File: src/rtl/capture_fifo_port_pkg.sv
// Purpose: shared port map, CONTROL/STATUS bit positions and entry layout for the capture port.
// Latency: n/a (constants and types only).
// Backpressure: n/a. Firmware port/bit constants mirror this package.
package capture_fifo_port_pkg;

  // Port offsets relative to BASE (reads)
  localparam logic [2:0] OFS_STATUS  = 3'd0;
  localparam logic [2:0] OFS_ADDR_LO = 3'd1;
  localparam logic [2:0] OFS_ADDR_HI = 3'd2;
  localparam logic [2:0] OFS_DATA    = 3'd3;
  localparam logic [2:0] OFS_FLAGS   = 3'd4;
  localparam logic [2:0] OFS_THRESH  = 3'd5;
  // Port offsets relative to BASE (writes)
  localparam logic [2:0] OFS_CONTROL = 3'd0;

  // CONTROL bit positions
  localparam int CTRL_EN_BIT      = 0;
  localparam int CTRL_FLUSH_BIT   = 1;
  localparam int CTRL_CLR_OVF_BIT = 2;
  localparam int CTRL_IRQ_EN_BIT  = 3;

  // STATUS bit positions (count occupies bits 4:0)
  localparam int STAT_OVF_BIT   = 7;
  localparam int STAT_FULL_BIT  = 6;
  localparam int STAT_EMPTY_BIT = 5;

  // One captured bus sample: {RW, ADDR, DATA}, 25 bits
  typedef struct packed {
    logic        rw;
    logic [15:0] addr;
    logic [7:0]  data;
  } entry_t;

endpackage

File: src/rtl/capture_fifo_port_if.sv
// Purpose: groups the sampler push bus and the pBlazeZH I/O bus of the capture port.
// Latency: n/a (wires only).
// Backpressure: none; sampler pushes are fire-and-forget, the CPU bus is strobe based.
// Ports: SAMPLE_* from the bus sampler; PORT_ID/OUT_PORT/strobes/ACK from the CPU;
//        IN_PORT and INTERRUPT back to the CPU.
interface capture_fifo_port_if;
  logic        SAMPLE_VALID;
  logic [15:0] SAMPLE_ADDR;
  logic [7:0]  SAMPLE_DATA;
  logic        SAMPLE_RW;
  logic [7:0]  PORT_ID;
  logic [7:0]  OUT_PORT;
  logic        READ_STROBE;
  logic        WRITE_STROBE;
  logic        INTERRUPT_ACK;
  logic [7:0]  IN_PORT;
  logic        INTERRUPT;

  modport master (
    output SAMPLE_VALID, SAMPLE_ADDR, SAMPLE_DATA, SAMPLE_RW,
    output PORT_ID, OUT_PORT, READ_STROBE, WRITE_STROBE, INTERRUPT_ACK,
    input  IN_PORT, INTERRUPT
  );

  modport slave (
    input  SAMPLE_VALID, SAMPLE_ADDR, SAMPLE_DATA, SAMPLE_RW,
    input  PORT_ID, OUT_PORT, READ_STROBE, WRITE_STROBE, INTERRUPT_ACK,
    output IN_PORT, INTERRUPT
  );
endinterface

File: src/rtl/capture_fifo.sv
// Purpose: synchronous 25-bit FIFO, 2^DEPTH_LOG2 entries, with flush.
// Latency: push visible in count/head on the next cycle; head is combinational from storage.
// Backpressure: push while full is dropped unless a pop commits in the same cycle.
// Ports: clk/rst_n; i_push/i_pop/i_flush/i_dat in; o_head/o_count/o_full/o_empty out.
module capture_fifo
  import capture_fifo_port_pkg::*;
#(
  parameter int DEPTH_LOG2 = 4
) (
  input  logic                clk,
  input  logic                rst_n,
  input  logic                i_push,
  input  logic                i_pop,
  input  logic                i_flush,
  input  entry_t              i_dat,
  output entry_t              o_head,
  output logic [DEPTH_LOG2:0] o_count,
  output logic                o_full,
  output logic                o_empty
);
  localparam int DEPTH = 1 << DEPTH_LOG2;

  entry_t                r_mem [DEPTH];
  logic [DEPTH_LOG2-1:0] r_wr_ptr;
  logic [DEPTH_LOG2-1:0] r_rd_ptr;
  logic [DEPTH_LOG2:0]   r_count;
  logic                  w_do_push;
  logic                  w_do_pop;

  // count never exceeds DEPTH, so its MSB alone marks full
  assign o_full  = r_count[DEPTH_LOG2];
  assign o_empty = (r_count == '0);
  assign o_count = r_count;
  assign o_head  = r_mem[r_rd_ptr];

  // A pop on empty is a no-op; a committed pop frees a slot for a same-cycle push
  assign w_do_pop  = i_pop & ~o_empty & ~i_flush;
  assign w_do_push = i_push & (~o_full | w_do_pop) & ~i_flush;

  // Storage is intentionally not reset
  always_ff @(posedge clk) begin
    if (w_do_push) r_mem[r_wr_ptr] <= i_dat;
  end

  always_ff @(posedge clk or negedge rst_n) begin
    if (!rst_n) begin
      r_wr_ptr <= '0;
      r_rd_ptr <= '0;
      r_count  <= '0;
    end else if (i_flush) begin
      r_wr_ptr <= '0;
      r_rd_ptr <= '0;
      r_count  <= '0;
    end else begin
      if (w_do_push) r_wr_ptr <= r_wr_ptr + 1'b1;
      if (w_do_pop)  r_rd_ptr <= r_rd_ptr + 1'b1;
      if (w_do_push && !w_do_pop)      r_count <= r_count + 1'b1;
      else if (!w_do_push && w_do_pop) r_count <= r_count - 1'b1;
    end
  end
endmodule

File: src/rtl/capture_fifo_port.sv
// Purpose: port-mapped capture buffer on the pBlazeZH I/O bus (decode, control, IN_PORT, irq).
// Latency: IN_PORT registered 1 cycle after PORT_ID; INTERRUPT 1 cycle after the irq condition rises.
// Backpressure: none to the sampler; samples arriving while full are dropped and flag overflow.
// Ports: CLK, RESET_N (async, active-low); bus = capture_fifo_port_if.slave.
module capture_fifo_port
  import capture_fifo_port_pkg::*;
#(
  parameter int         DEPTH_LOG2 = 4,
  parameter logic [7:0] BASE       = 8'h00
) (
  input logic                CLK,
  input logic                RESET_N,
  capture_fifo_port_if.slave bus
);
  logic                w_sel;
  logic [2:0]          w_ofs;
  logic                w_ctrl_wr;
  logic                w_thr_wr;
  logic                w_flush;
  logic                w_clr_ovf;
  logic                w_push_req;
  logic                w_pop_req;
  logic                w_ovf_evt;
  logic                w_irq_cond;
  logic                w_irq_clr;
  logic [7:0]          w_status;
  logic [7:0]          w_rd_dat;
  entry_t              w_sample;
  entry_t              w_head;
  logic [DEPTH_LOG2:0] w_count;
  logic                w_full;
  logic                w_empty;

  logic [7:0] r_in_port;
  logic       r_enable;
  logic       r_irq_en;
  logic [7:0] r_thresh;
  logic       r_ovf;
  logic       r_irq_cond_q;
  logic       r_irq_pending;

  // BASE is 8-aligned, so the window is selected by the upper five bits
  assign w_sel     = (bus.PORT_ID[7:3] == BASE[7:3]);
  assign w_ofs     = bus.PORT_ID[2:0];
  assign w_ctrl_wr = bus.WRITE_STROBE & w_sel & (w_ofs == OFS_CONTROL);
  assign w_thr_wr  = bus.WRITE_STROBE & w_sel & (w_ofs == OFS_THRESH);
  assign w_flush   = w_ctrl_wr & bus.OUT_PORT[CTRL_FLUSH_BIT];
  assign w_clr_ovf = w_ctrl_wr & bus.OUT_PORT[CTRL_CLR_OVF_BIT];

  assign w_push_req = bus.SAMPLE_VALID & r_enable;
  assign w_pop_req  = bus.READ_STROBE & w_sel & (w_ofs == OFS_DATA);
  // Full implies non-empty, so a pop request always frees a slot here; flush drops silently
  assign w_ovf_evt  = w_push_req & w_full & ~w_pop_req & ~w_flush;

  assign w_sample = {bus.SAMPLE_RW, bus.SAMPLE_ADDR, bus.SAMPLE_DATA};

  capture_fifo #(.DEPTH_LOG2(DEPTH_LOG2)) u_fifo (
    .clk     (CLK),
    .rst_n   (RESET_N),
    .i_push  (w_push_req),
    .i_pop   (w_pop_req),
    .i_flush (w_flush),
    .i_dat   (w_sample),
    .o_head  (w_head),
    .o_count (w_count),
    .o_full  (w_full),
    .o_empty (w_empty)
  );

  assign w_status = {r_ovf, w_full, w_empty, 5'(w_count)};

  always_comb begin
    w_rd_dat = 8'h00;
    if (w_sel) begin
      case (w_ofs)
        OFS_STATUS:  w_rd_dat = w_status;
        OFS_ADDR_LO: if (!w_empty) w_rd_dat = w_head.addr[7:0];
        OFS_ADDR_HI: if (!w_empty) w_rd_dat = w_head.addr[15:8];
        OFS_DATA:    if (!w_empty) w_rd_dat = w_head.data;
        OFS_FLAGS:   if (!w_empty) w_rd_dat = {7'b0, w_head.rw};
        OFS_THRESH:  w_rd_dat = r_thresh;
        default:     w_rd_dat = 8'h00;
      endcase
    end
  end

  // THRESH = 0 disables the fill-level source; overflow still requests
  assign w_irq_cond = r_irq_en & (((r_thresh != 8'h00) & (8'(w_count) >= r_thresh)) | r_ovf);
  assign w_irq_clr  = bus.INTERRUPT_ACK | (w_ctrl_wr & ~bus.OUT_PORT[CTRL_IRQ_EN_BIT]);

  always_ff @(posedge CLK or negedge RESET_N) begin
    if (!RESET_N) begin
      r_in_port     <= 8'h00;
      r_enable      <= 1'b0;
      r_irq_en      <= 1'b0;
      r_thresh      <= 8'h00;
      r_ovf         <= 1'b0;
      r_irq_cond_q  <= 1'b0;
      r_irq_pending <= 1'b0;
    end else begin
      r_in_port    <= w_rd_dat;
      r_irq_cond_q <= w_irq_cond;
      if (w_ctrl_wr) begin
        r_enable <= bus.OUT_PORT[CTRL_EN_BIT];
        r_irq_en <= bus.OUT_PORT[CTRL_IRQ_EN_BIT];
      end
      if (w_thr_wr) r_thresh <= bus.OUT_PORT;
      // A fresh overflow in the clearing cycle is kept rather than lost
      r_ovf <= (r_ovf & ~w_clr_ovf) | w_ovf_evt;
      // Edge-triggered request; an explicit clear wins over a same-cycle rise
      if (w_irq_clr)                        r_irq_pending <= 1'b0;
      else if (w_irq_cond && !r_irq_cond_q) r_irq_pending <= 1'b1;
    end
  end

  assign bus.IN_PORT   = r_in_port;
  assign bus.INTERRUPT = r_irq_pending;
endmodule

File: src/flat_wrapper.sv
// flat-port wrapper written by rule: the top's interface ports become plain ports
module capture_fifo_port_flat import capture_fifo_port_pkg::*;
#(
  parameter int         DEPTH_LOG2 = 4,
  parameter logic [7:0] BASE       = 8'h00
)
  (CLK, RESET_N, bus_SAMPLE_VALID, bus_SAMPLE_ADDR, bus_SAMPLE_DATA, bus_SAMPLE_RW, bus_PORT_ID, bus_OUT_PORT, bus_READ_STROBE, bus_WRITE_STROBE, bus_INTERRUPT_ACK, bus_IN_PORT, bus_INTERRUPT);
  capture_fifo_port_if bus_i ();
  input logic CLK;
  input logic RESET_N;
  input wire logic [$bits(bus_i.SAMPLE_VALID)-1:0] bus_SAMPLE_VALID;
  input wire logic [$bits(bus_i.SAMPLE_ADDR)-1:0] bus_SAMPLE_ADDR;
  input wire logic [$bits(bus_i.SAMPLE_DATA)-1:0] bus_SAMPLE_DATA;
  input wire logic [$bits(bus_i.SAMPLE_RW)-1:0] bus_SAMPLE_RW;
  input wire logic [$bits(bus_i.PORT_ID)-1:0] bus_PORT_ID;
  input wire logic [$bits(bus_i.OUT_PORT)-1:0] bus_OUT_PORT;
  input wire logic [$bits(bus_i.READ_STROBE)-1:0] bus_READ_STROBE;
  input wire logic [$bits(bus_i.WRITE_STROBE)-1:0] bus_WRITE_STROBE;
  input wire logic [$bits(bus_i.INTERRUPT_ACK)-1:0] bus_INTERRUPT_ACK;
  output wire logic [$bits(bus_i.IN_PORT)-1:0] bus_IN_PORT;
  output wire logic [$bits(bus_i.INTERRUPT)-1:0] bus_INTERRUPT;
  assign bus_i.SAMPLE_VALID = bus_SAMPLE_VALID;
  assign bus_i.SAMPLE_ADDR = bus_SAMPLE_ADDR;
  assign bus_i.SAMPLE_DATA = bus_SAMPLE_DATA;
  assign bus_i.SAMPLE_RW = bus_SAMPLE_RW;
  assign bus_i.PORT_ID = bus_PORT_ID;
  assign bus_i.OUT_PORT = bus_OUT_PORT;
  assign bus_i.READ_STROBE = bus_READ_STROBE;
  assign bus_i.WRITE_STROBE = bus_WRITE_STROBE;
  assign bus_i.INTERRUPT_ACK = bus_INTERRUPT_ACK;
  assign bus_IN_PORT = bus_i.IN_PORT;
  assign bus_INTERRUPT = bus_i.INTERRUPT;
  capture_fifo_port #(.DEPTH_LOG2(DEPTH_LOG2), .BASE(BASE)) u_core (.CLK(CLK), .RESET_N(RESET_N), .bus(bus_i));
endmodule
File: config.mk
export PLATFORM = sky130hd
export DESIGN_NAME = capture_fifo_port_flat
export DESIGN_NICKNAME = d
export VERILOG_FILES = /design/src/rtl/capture_fifo_port_pkg.sv /design/src/rtl/capture_fifo_port_if.sv /design/src/rtl/capture_fifo.sv /design/src/rtl/capture_fifo_port.sv /design/src/flat_wrapper.sv
export SDC_FILE = /design/constraint.sdc
export NUM_CORES = 1
export LEC_CHECK = 0
export ABC_AREA = 0
export BUFFER_PORTS_ARGS = -buffer_cell sky130_fd_sc_hd__clkbuf_2
export CAP_MARGIN = 10
export CORE_MARGIN = 8
export CORE_UTILIZATION = 57
export CTS_CLUSTER_DIAMETER = 30
export DETAILED_ROUTE_END_ITERATION = 8
export GPL_TIMING_DRIVEN = 1
export HOLD_SLACK_MARGIN = 0.12
export PLACE_DENSITY = 0.83
export SYNTH_ARGS = -nofsm -noshare
export SYNTH_HDL_FRONTEND = slang
export SYNTH_SLANG_ARGS = --single-unit
File: constraint.sdc
create_clock -name CLK -period 3.29 [get_ports CLK]
set_clock_uncertainty 0.15 [all_clocks]
set_input_delay 0.658 -clock CLK [delete_from_list [all_inputs] [get_ports CLK]]
set_output_delay 0.658 -clock CLK [all_outputs]
set_load 0.1 [all_outputs]
==> impl_results.md, run 1 <==
- Total count of max-transition violations in the final report: 0
- Slew at the pin with the worst max-slew slack: 954 ps
- Most common library cell in the layout ignoring fill and taps: edfxtp_1
- Maximum Capacitance Violations: 0
- Share of cells above drive strength 1: 0.342
- Worst voltage drop across the vdd grid: 496 uV
- Core region area: 30300 um2
- Clock-pin slew of the registers on the worst-case setup and hold paths: 50 ps
- Final worst path period share: 0.957
- Capturing element type of the critical path: flop
- Sequence of cells on the critical path: buf_12 -> buf_12 -> buf_4 -> mux4_2 -> mux2i_1 -> o22ai_1 -> a211oi_1 -> o21ai_1
- Detailed-route wire length per cell: 30.2 um
- Relative area change from synthesis to final layout: 22.6%
- Die height: 190 um
- Largest fanout on the critical path: 15
- Final setup violating endpoints: 0
- Cell type group with the largest total delay on the critical path: compound AO/OA/AOI/OAI gates
- Maximum clock rate: 0.317 GHz
- Number of nets in the final layout: 1070
- Syn_area_per_cell: 20.3 um2
- Total via count after detailed routing: 9605
- Count of input and output buffers: 55
- Count of buffering cells on the critical path with inverters included: 3
- Crit-path most repeated cell: buf_12
- GRT Resource Usage Total: 0.248
- Number of synthesized flops with an enable pin: 400
- Maximum number of pins on one net before global-route repair: 42
- Std-Cell Rows: 64
- Slowest library cell on the worst path: dfrtp_4
- Category of the critical setup timing path: flop to flop
- Top cell type by total area after synthesis: edfxtp_1
- Later-pin clock latency in the skew report: 580 ps
- Portion of the post-synthesis area used by sequential elements: 0.743
- TritonCTS clock tree: yes
- Top cells by area in the synthesized netlist: edfxtp_1, mux4_2, dfrtp_1
- Post-synthesis cell type count: 53
- Required time worst endpoint: 3560 ps
- Lkg Pwr: 7.15 nW
- Total nets after synthesis: 917
- Number of antenna violations at the first check in global routing: 1
- Dpl cell area: 18600 um2
- Cell chosen for the clock root: clkbuf_16
- Post-Syn Instances: 855
- Post-route cell area: 21200 um2
- Arrival time of data at the critical path endpoint: 3420 ps
- Stages on the worst setup path: 8
- Final hold violation count: 0
- Overall routed net length: 44300 um
- Starting density of the core: 0.572
- Count of antenna-violating nets left after detailed routing: 0
- Ant. Diodes: 0
- Share of the synthesized area in the top cell type: 0.693
- Dpl hpwl: 23100 um
- Hold-critical path depth: 2
- Run status: completed
- Clock Path Buffers: 3
- DRT iter0 DRCs: 1255
- Logic depth of the worst register-to-register path: 8
- Number of CTS-inserted buffers: 76
- Stage delay of the slowest cell on the critical path: 560 ps
- Shortest clock period the worst path allows after layout: 3150 ps
- Type of origin of the critical path: flop
- Number of H-tree levels: 3
- Predominant post-synthesis flop cell: edfxtp_1
- Async SR Flop Fraction: 0.0783
- Synthesized area: 17300 um2
- Highest-count cells in the layout ignoring fill and taps: edfxtp_1, mux4_2, clkbuf_16, clkbuf_2, buf_4
- Global-route wire length before repair: 65500 um
- Number of sinks handled by clock tree synthesis: 434
- Path category of the worst min-delay check: input port to flop
- Routed vias/inst: 6.56
- Power density over the cells: 713 nW/um2
- Number of I/O pins: 56
- Via count of the first global-routing pass: 10.0k
- Final estimated routing congestion in global placement: 0.887
- Overflow left after global routing: 0
- Number of warnings issued by yosys: 0
- Detailed-router iteration count before antenna repair: 5
- Flip-flop and latch count after synthesis: 434
- Relative slew slack: 0.364
- RSZ-0062 raised after global routing: no
- DRC violations left: 0
- Die boundary width: 190 um
- Post-CTS repair timing setup buffer count: 0
- Post-Route Setup TNS: 0 ps
- Die footprint: 36200 um2
## flip-flops by register name (all words and copies together) (netlist names), 4 cells and up
name,cells
u_core.u_fifo.r_mem,400
u_core.u_fifo.o_count,5
u_core.u_fifo.r_wr_ptr,4
u_core.u_fifo.r_rd_ptr,4
u_core.r_thresh,8
u_core.bus.IN_PORT,8
## metal layers
| metal | routed length [um] | track usage |
|---|---|---|
| met5 | 51 | 0 |
| met2 | 21500 | 0.396 |
| met3 | 4320 | 0.0593 |
| met1 | 16400 | 0.320 |
| met4 | 1970 | 0.116 |
## what timing repair did
action / 4_1_cts / 5_1_grt
resized for setup: 0 / 0
hold buffers: 2 / 0
hold endpoints to repair: 35 / 0
## report_power, final
group,total [mW],internal [mW],switching (mW)
Sequential,6.18,6.10,0.0763
Clock,7.98,5.09,2.89
Combinational,0.982,0.421,0.561
Total,15.1,11.6,3.53
## stage by stage
stage,util,setup slack (ps),power (mW),std cells,hold slack (ps)
after floorplan,-,-146,6.86,855,212
final,0.701,140,15.1,1465,177
after global routing,0.701,83.0,15.5,1465,182
after CTS,0.701,216,15.2,1465,158
after global placement,0.614,63.9,7.17,1324,368
after detailed placement,0.614,-4.41,7.20,1324,385
## cell type report
class	instances	area (um2)
flip-flops and latches	434	12900
inverters	19	71.3
clock inverters	57	674
well taps	396	495
fillers	1719	9040
clock buffers	82	1950
repair buffers	115	956
multi-input cells	362	4220
## final timing paths
path                                           startpoint                         to  slack (ps)
max in group asynchronous                         RESET_N  u_core.u_fifo.r_rd_ptr[1]        1770
worst min-delay path                      bus_OUT_PORT[6]         u_core.r_thresh[6]         180
worst max-delay path            u_core.u_fifo.r_rd_ptr[0]      u_core.bus.IN_PORT[3]         140
worst min register to register            u_core.r_irq_en        u_core.r_irq_cond_q         400
worst max register to register  u_core.u_fifo.r_rd_ptr[0]      u_core.bus.IN_PORT[3]         140
min in group asynchronous                         RESET_N      u_core.bus.IN_PORT[0]         580
## cells in the mapped netlist, drive strengths merged (2+ instances only)
library cell,number
xor2,6
a22o,6
ha,14
inv,19
nand4b,2
nand2,32
nor3,7
and4,3
nand3,5
mux4,103
a21o,3
clkbuf,13
nor2,23
nor4,2
or4,3
and2,13
mux2,9
a22oi,4
o21ai,20
edfxtp,400
a211oi,5
a311oi,4
a21oi,12
a31oi,4
o22ai,18
buf,27
nand4,4
nor2b,6
xnor2,2
mux2i,37
dfrtp,34
## cells by family after synthesis
family          share of synthesized area
buf+inv                            0.0163
simple gates                       0.0324
flops                               0.743
compound gates                     0.0307
xor+xnor                          0.00405
fa+ha+maj                          0.0113
mux                                 0.163
(Power assumes the default switching activity.)
==> run 2, diff against run 1 <==
--- a/config.mk
+++ b/config.mk
@@ -6,15 +6,15 @@
 export NUM_CORES = 1
 export LEC_CHECK = 0
 export ABC_AREA = 0
-export BUFFER_PORTS_ARGS = -buffer_cell sky130_fd_sc_hd__clkbuf_2
 export CAP_MARGIN = 10
 export CORE_MARGIN = 8
 export CORE_UTILIZATION = 57
 export CTS_CLUSTER_DIAMETER = 30
 export DETAILED_ROUTE_END_ITERATION = 8
+export DONT_BUFFER_PORTS = 1
 export GPL_TIMING_DRIVEN = 1
 export HOLD_SLACK_MARGIN = 0.12
-export PLACE_DENSITY = 0.83
+export PLACE_DENSITY = 0.81
 export SYNTH_ARGS = -nofsm -noshare
 export SYNTH_HDL_FRONTEND = slang
 export SYNTH_SLANG_ARGS = --single-unit
==> run 2 against run 1 <==
  * Worst hold slack worse by 18 ps
  * Sequential power about the same
  * Final area up 0.39%
  * Sequential cell count unchanged
  * Die area unchanged
  * Critical path type unchanged
==> impl_results.md, run 2 (synthesis results as in run 1) <==
- Run status: completed
- Worst-case hold path end point: u_core.r_ovf
- Stage delay of the slowest cell on the critical path: 520 ps (-40 ps)
- FF-to-FF setup slack: 330 ps (+190 ps)
- Relative slew slack: 0.391 (+0.0264)
- Count of buffering cells on the critical path with inverters included: 0 (-3)
- Maximum number of pins on one net before global-route repair: 38 (-9.5%)
- RSZ-0062 raised after global routing: no
- Most common library cell in the layout ignoring fill and taps: edfxtp_1
- Via count of the first global-routing pass: 10.1k (+0.38%)
- Final cell count without fillers: 1439 (-1.8%)
- Sequence of cells on the critical path: or4_1 -> nor2_2 -> nor2_1 -> nor2_1 -> nand2_1 -> fa_1 -> a21o_1 -> a21oi_1 -> nand2_1 -> mux2i_1 -> o22ai_1
- Lkg Pwr: 7.07 nW (-1.1%)
- Dpl hpwl: 23600 um (+2.0%)
- Startpoint of the lowest-slack hold path: bus_SAMPLE_VALID
- Number of I/O pins: 56 (unchanged)
- Highest-count cells in the layout ignoring fill and taps: edfxtp_1, mux4_2, clkbuf_16, buf_4, mux2i_1
- Capturing element type of the critical path: flop
- Number of antenna violations at the first check in global routing: 1 (unchanged)
- Slowest library cell on the worst path: or4_1
- Share of cells above drive strength 1: 0.294 (-0.0480)
- Post-Route Setup TNS: 0 ps (unchanged)
- Number of cells after detailed placement: 1265 (-4.5%)
- Global-route wire length before repair: 63700 um (-2.7%)
- Die height: 190 um (unchanged)
- Maximum clock rate: 0.338 GHz (+6.5%)
- Total via count after detailed routing: 9376 (-2.4%)
- Final estimated routing congestion in global placement: 0.864 (-2.6%)
- Clock Path Buffers: 3 (unchanged)
- Category of the critical setup timing path: flop to flop
- Final setup violating endpoints: 0 (unchanged)
- Startpoint of the worst register-to-register path: u_core.u_fifo.o_count[2]
- Worst setup slack before clock tree synthesis: 85.9 ps (+90.3 ps)
- Die footprint: 36200 um2 (unchanged)
- Number of CTS-inserted buffers: 74 (-2.6%)
- Biggest register: u_core.u_fifo.r_mem
- Count of input and output buffers: 0 (-100%)
- Final hold violation count: 0 (unchanged)
- Number of fill cells: 1720 (+0.058%)
- Overflow left after global routing: 0 (unchanged)
- Final worst path period share: 0.899 (-0.0583)
- Number of H-tree levels: 3 (unchanged)
- GRT Resource Usage Total: 0.241 (-0.00636)
- Starting density of the core: 0.572 (unchanged)
- Count of antenna-violating nets left after detailed routing: 0 (unchanged)
- DRC violations left: 0 (unchanged)
- DRT iter0 DRCs: 1082 (-14%)
- Routed vias/inst: 6.52 (-0.62%)
- Relative area change from synthesis to final layout: 23.1%
- Path category of the worst min-delay check: input port to flop
- Area occupied by registers: 12900 um2 (unchanged)
- Post-Route Utilization: 0.704 (+0.00273)
- Later-pin clock latency in the skew report: 600 ps (+20 ps)
- Worst voltage drop across the vdd grid: 392 uV (-21%)
- Ant. Diodes: 0 (unchanged)
- Slew at the pin with the worst max-slew slack: 914 ps (-39.6 ps)
- Type of origin of the critical path: flop
- Number of flip-flops in the largest register: 400 (unchanged)
- Power density over the cells: 721 nW/um2 (+1.1%)
- Cell chosen for the clock root: clkbuf_16
- Detailed-route wire length per cell: 30.2 um (-0.21%)
- Clock-pin slew of the registers on the worst-case setup and hold paths: 50 ps (about the same)
- Hold-critical path depth: 2 (unchanged)
- Arrival time of data at the critical path endpoint: 3270 ps (-150 ps)
- Largest fanout on the critical path: 7 (-8)
- Shortest clock period the worst path allows after layout: 2960 ps (-192 ps)
- Die boundary width: 190 um (unchanged)
- Maximum Capacitance Violations: 0 (unchanged)
- Number of sinks handled by clock tree synthesis: 434 (unchanged)
- Detailed-router iteration count before antenna repair: 5 (unchanged)
- Logic depth of the worst register-to-register path: 11 (+3)
- Number of nets in the final layout: 1044 (-2.4%)
- Total count of max-transition violations in the final report: 0 (unchanged)
- Worst reg2reg path endpoint: u_core.u_fifo.o_count[4]
- Multi-input gate area in the final layout: 4210 um2 (about the same)
- Post-route setup slack: 332 ps (+192 ps)
- Required time worst endpoint: 3600 ps (+40 ps)
- Overall routed net length: 43400 um (-2.0%)
- Std-Cell Rows: 64 (unchanged)
- Cell type group with the largest total delay on the critical path: simple AND/OR/NAND/NOR gates
- Core region area: 30300 um2 (unchanged)
- TritonCTS clock tree: yes
- Power consumption: 15.4 mW (+1.5%)
## run 2: cell count changes in the layout (fill, tap and decap cells not counted), sizes merged
cell,delta
clkinv,-3
bufinv,+3
buf,-3
inv,+2
dlygate4sd3,+34
clkbuf,-59
## run 2: worst max path at each step
stage | from | endpoint | slack (ps) | depth (start not counted)
final | u_core.u_fifo.o_count[2] | u_core.u_fifo.o_count[4] | 330 | 11
after detailed placement | bus_PORT_ID[4] | u_core.u_fifo.r_mem[3][14] | 90 | 6
after floorplan | bus_PORT_ID[2] | u_core.u_fifo.r_mem[10][0] | -150 | 6
after global placement | bus_PORT_ID[4] | u_core.u_fifo.r_mem[0][3] | 170 | 6
after CTS | u_core.u_fifo.o_count[2] | u_core.u_fifo.o_count[4] | 310 | 11
after global routing | u_core.u_fifo.o_count[2] | u_core.u_fifo.o_count[4] | 180 | 11
## run 2: worst reg2reg max path: cells and delay by family (launching register included)
| kind | cells | cell delay (ps) |
|---|---|---|
| AO/OA/AOI/OAI | 3 | 460 |
| adder cells (fa/ha/maj) | 1 | 440 |
| flip-flops | 1 | 460 |
| multiplexers | 1 | 140 |
| AND/OR/NAND/NOR | 6 | 1190 |
## run 2: timing repair
| item | in CTS | in global routing |
|---|---|---|
| buffers inserted | 0 | 0 |
| hold buffers | 37 | 0 |
| gates resized for setup | 0 | 0 |
| hold endpoints to repair | 445 | 0 |
| endpoints found under the setup margin | 0 | 0 |
## run 2: area by class of cell
| class | instances | area share |
|---|---|---|
| clock buffer | 78 | 0.0876 |
| clock inverter | 59 | 0.0391 |
| inverter | 19 | 0.00335 |
| multi-input combinational | 362 | 0.198 |
| sequential | 434 | 0.604 |
| tap | 396 | 0.0232 |
| timing repair buffer | 91 | 0.0451 |
## run 2: metal layers
metal | track usage | vias to the layer above | routed length, um
met2 | 0.412 | 582 | 22000
met4 | 0.0987 | 0 | 1620
met1 | 0.290 | 4864 | 15600
met3 | 0.0624 | 121 | 4140
li1 | - | 3809 | -
met5 | 0 | - | 0
## run 2: where the power goes
part / total, mW / switching, mW / internal [mW]
registers: 6.19 / 0.0886 / 6.10
logic: 0.935 / 0.520 / 0.416
clock network: 8.24 / 3.01 / 5.24
## run 2: per-stage QoR
step	hold WS (ps)	area [um2]
after global routing	169	21300
final	159	21300
after CTS	147	21300
after floorplan	212	17300
after global placement	214	18200
after detailed placement	213	18200
==> run 3, diff against run 2 <==
--- a/config.mk
+++ b/config.mk
@@ -14,7 +14,7 @@
 export DONT_BUFFER_PORTS = 1
 export GPL_TIMING_DRIVEN = 1
 export HOLD_SLACK_MARGIN = 0.12
-export PLACE_DENSITY = 0.81
+export PLACE_DENSITY = 0.72
 export SYNTH_ARGS = -nofsm -noshare
 export SYNTH_HDL_FRONTEND = slang
 export SYNTH_SLANG_ARGS = --single-unit
==> run 3 against run 2 <==
  * Global-route usage is 0.93 points lower
  * Critical path type unchanged
  * Routed wire length fell by 5.3%
  * Largest cell class unchanged
  * Final area is essentially flat
  * Critical path depth shrank 6
  * Highest routed layer unchanged
==> impl_results.md, run 3 (synthesis results as in run 1) <==
- Run status: completed
- Arrival time of data at the critical path endpoint: 3370 ps (+100 ps)
- DRC violations left: 0 (unchanged)
- Slew at the pin with the worst max-slew slack: 922 ps (+8.02 ps)
- Shortest clock period the worst path allows after layout: 3100 ps (+145 ps)
- Number of flip-flops in the largest register: 400 (unchanged)
- Clock power share: 0.531 (-0.005)
- Die height: 190 um (unchanged)
- Clock Path Buffers: 3 (unchanged)
- Biggest register: u_core.u_fifo.r_mem
- Core region area: 30300 um2 (unchanged)
- Power share of the combinational group: 0.062 (about the same)
- Required time worst endpoint: 3550 ps (-50 ps)
- Detailed-router iteration count before antenna repair: 5 (unchanged)
- Maximum number of pins on one net before global-route repair: 35 (-7.9%)
- Relative slew slack: 0.386 (-0.00493)
- Worst reg2reg path endpoint: u_core.bus.IN_PORT[1]
- Startpoint of the worst register-to-register path: u_core.u_fifo.r_rd_ptr[0]
- Internal Dissipation: 11.7 mW (-0.27%)
- Hold-critical path depth: 2 (unchanged)
- Die boundary width: 190 um (unchanged)
- Type of origin of the critical path: flop
- GRT Resource Usage Total: 0.232 (-0.00934)
- Final estimated routing congestion in global placement: 0.872 (+0.95%)
- Clock-pin slew of the registers on the worst-case setup and hold paths: 50 ps (about the same)
- Power density over the cells: 716 nW/um2 (-0.73%)
- Dpl cell area: 18200 um2 (about the same)
- Maximum Capacitance Violations: 0 (unchanged)
- Number of I/O pins: 56 (unchanged)
- Number of H-tree levels: 3 (unchanged)
- Sw frac: 0.231 (-0.00393)
- DRT iter0 DRCs: 937 (-13%)
- Final setup violating endpoints: 0 (unchanged)
- Category of the critical setup timing path: flop to flop
- Highest-count cells in the layout ignoring fill and taps: edfxtp_1, mux4_2, clkbuf_16, mux2i_1, dlygate4sd3_1
- Logic depth of the worst register-to-register path: 5 (-6)
- Sequential share of power: 0.406 (+0.003)
- TritonCTS clock tree: yes
- Number of nets in the final layout: 1044 (unchanged)
- Path category of the worst min-delay check: input port to flop
- Starting density of the core: 0.572 (unchanged)
- Count of input and output buffers: 0 (unchanged)
- Overall routed net length: 41100 um (-5.3%)
- Cell chosen for the clock root: clkbuf_16
- Die footprint: 36200 um2 (unchanged)
- Relative area change from synthesis to final layout: 23.0% (about the same)
- Post-route cell area: 21300 um2 (about the same)
- Global-route wire length before repair: 62200 um (-2.3%)
- Lkg Pwr: 7.04 nW (-0.38%)
- Final worst path period share: 0.943 (+0.0441)
- Std-Cell Rows: 64 (unchanged)
- Routed vias/inst: 6.33 (-2.9%)
- Most common library cell in the layout ignoring fill and taps: edfxtp_1
- Area occupied by registers: 12900 um2 (unchanged)
- Overflow left after global routing: 0 (unchanged)
- Number of antenna violations at the first check in global routing: 0 (-1)
- Capturing element type of the critical path: flop
- Share of cells above drive strength 1: 0.289 (-0.00535)
- Final hold violation count: 0 (unchanged)
- Total net switching power: 3.53 mW (-2.4%)
- Count of antenna-violating nets left after detailed routing: 0 (unchanged)
- Largest fanout on the critical path: 20 (+13)
- Number of CTS-inserted buffers: 78 (+5.4%)
- Worst voltage drop across the vdd grid: 480 uV (+23%)
- Later-pin clock latency in the skew report: 560 ps (-40 ps)
- Number of fill cells: 1788 (+4.0%)
- Maximum clock rate: 0.322 GHz (-4.7%)
- Worst-case hold path end point: u_core.r_ovf
- Number of sinks handled by clock tree synthesis: 434 (unchanged)
- Via count of the first global-routing pass: 9820 (-2.4%)
- Worst setup slack before clock tree synthesis: 33.3 ps (-52.6 ps)
- Total via count after detailed routing: 9123 (-2.7%)
- Post-route setup slack: 187 ps (-145 ps)
- Startpoint of the lowest-slack hold path: bus_SAMPLE_VALID
- FF-to-FF setup slack: 190 ps (-150 ps)
- Final cell count without fillers: 1442 (+0.21%)
- Detailed-route wire length per cell: 28.5 um (-5.5%)
- Total count of max-transition violations in the final report: 0 (unchanged)
- Dpl hpwl: 23800 um (+0.97%)
- Multi-input gate area in the final layout: 4210 um2 (-0.21%)
- RSZ-0062 raised after global routing: no
- Number of cells after detailed placement: 1261 (-0.32%)
- Power consumption: 15.2 mW (-0.78%)
run 3: cell types whose count changed in the layout (fill, tap and decap cells not counted), moves of 4 or more:
| cell | change |
|---|---|
| and2_1 | +7 |
| and2_2 | -7 |
| buf_4 | -6 |
| clkbuf_16 | +6 |
| bufinv_16 | -4 |
| clkinv_8 | +4 |
| clkinvlp_4 | +4 |
| inv_6 | -4 |
run 3: final cells by class:
cell class,instances,share of cell area
diodes,1,0.000117
clock buffers,85,0.0949
clock inverters,58,0.0319
inverters,19,0.00335
multi-input cells,362,0.197
flip-flops and latches,434,0.604
well taps,396,0.0233
repair buffers,87,0.0449
run 3: how the worst max path moves through the flow:
stage	cells past startpoint	slack, ps	from	to
after floorplan	6	-150	bus_PORT_ID[2]	u_core.u_fifo.r_mem[10][0]
after global placement	7	270	bus_PORT_ID[4]	u_core.u_fifo.r_mem[12][1]
after detailed placement	6	30	bus_PORT_ID[4]	u_core.u_fifo.r_mem[1][10]
after CTS	5	240	u_core.u_fifo.r_rd_ptr[0]	u_core.bus.IN_PORT[1]
after global routing	11	150	u_core.u_fifo.o_count[1]	u_core.u_fifo.o_count[4]
final	5	190	u_core.u_fifo.r_rd_ptr[0]	u_core.bus.IN_PORT[1]
run 3: timing repair:
item / 4_1_cts / 5_1_grt
hold buffers: 37 / 0
endpoints found under the hold margin: 446 / 0
setup buffers: 0 / 0
resized for setup: 0 / 0
run 3: metal layers:
layer / vias up / track usage / wire, um
met1: 4751 / 0.299 / 15800
met5: - / 0 / 0
met2: 463 / 0.386 / 20800
li1: 3817 / - / -
met4: 0 / 0.0811 / 1170
met3: 92 / 0.0530 / 3310
run 3: power groups by stage:
stage	Combinational [mW]	Clock (mW)	Sequential [mW]
finish	0.949	8.10	6.19
CTS	0.957	8.18	6.19
floorplan	0.586	0	6.28
detailed placement	0.837	0	6.30
global placement	0.812	0	6.29
global route	1.04	8.44	6.20
run 3: per-stage QoR:
stage	util	TNS (ps)	hold slack, ps
floorplan	-	-14580	212
global placement	0.602	0	213
detailed placement	0.602	0	214
CTS	0.704	0	122
global route	0.704	0	148
finish	0.704	0	140
run 3: worst max-delay path, cell delays in order, from the launching register on:
cell and delay, ps:
dfrtp_4 730, buf_4 270, mux4_2 520, mux4_2 520
a211oi_1 570, o21ai_1 160
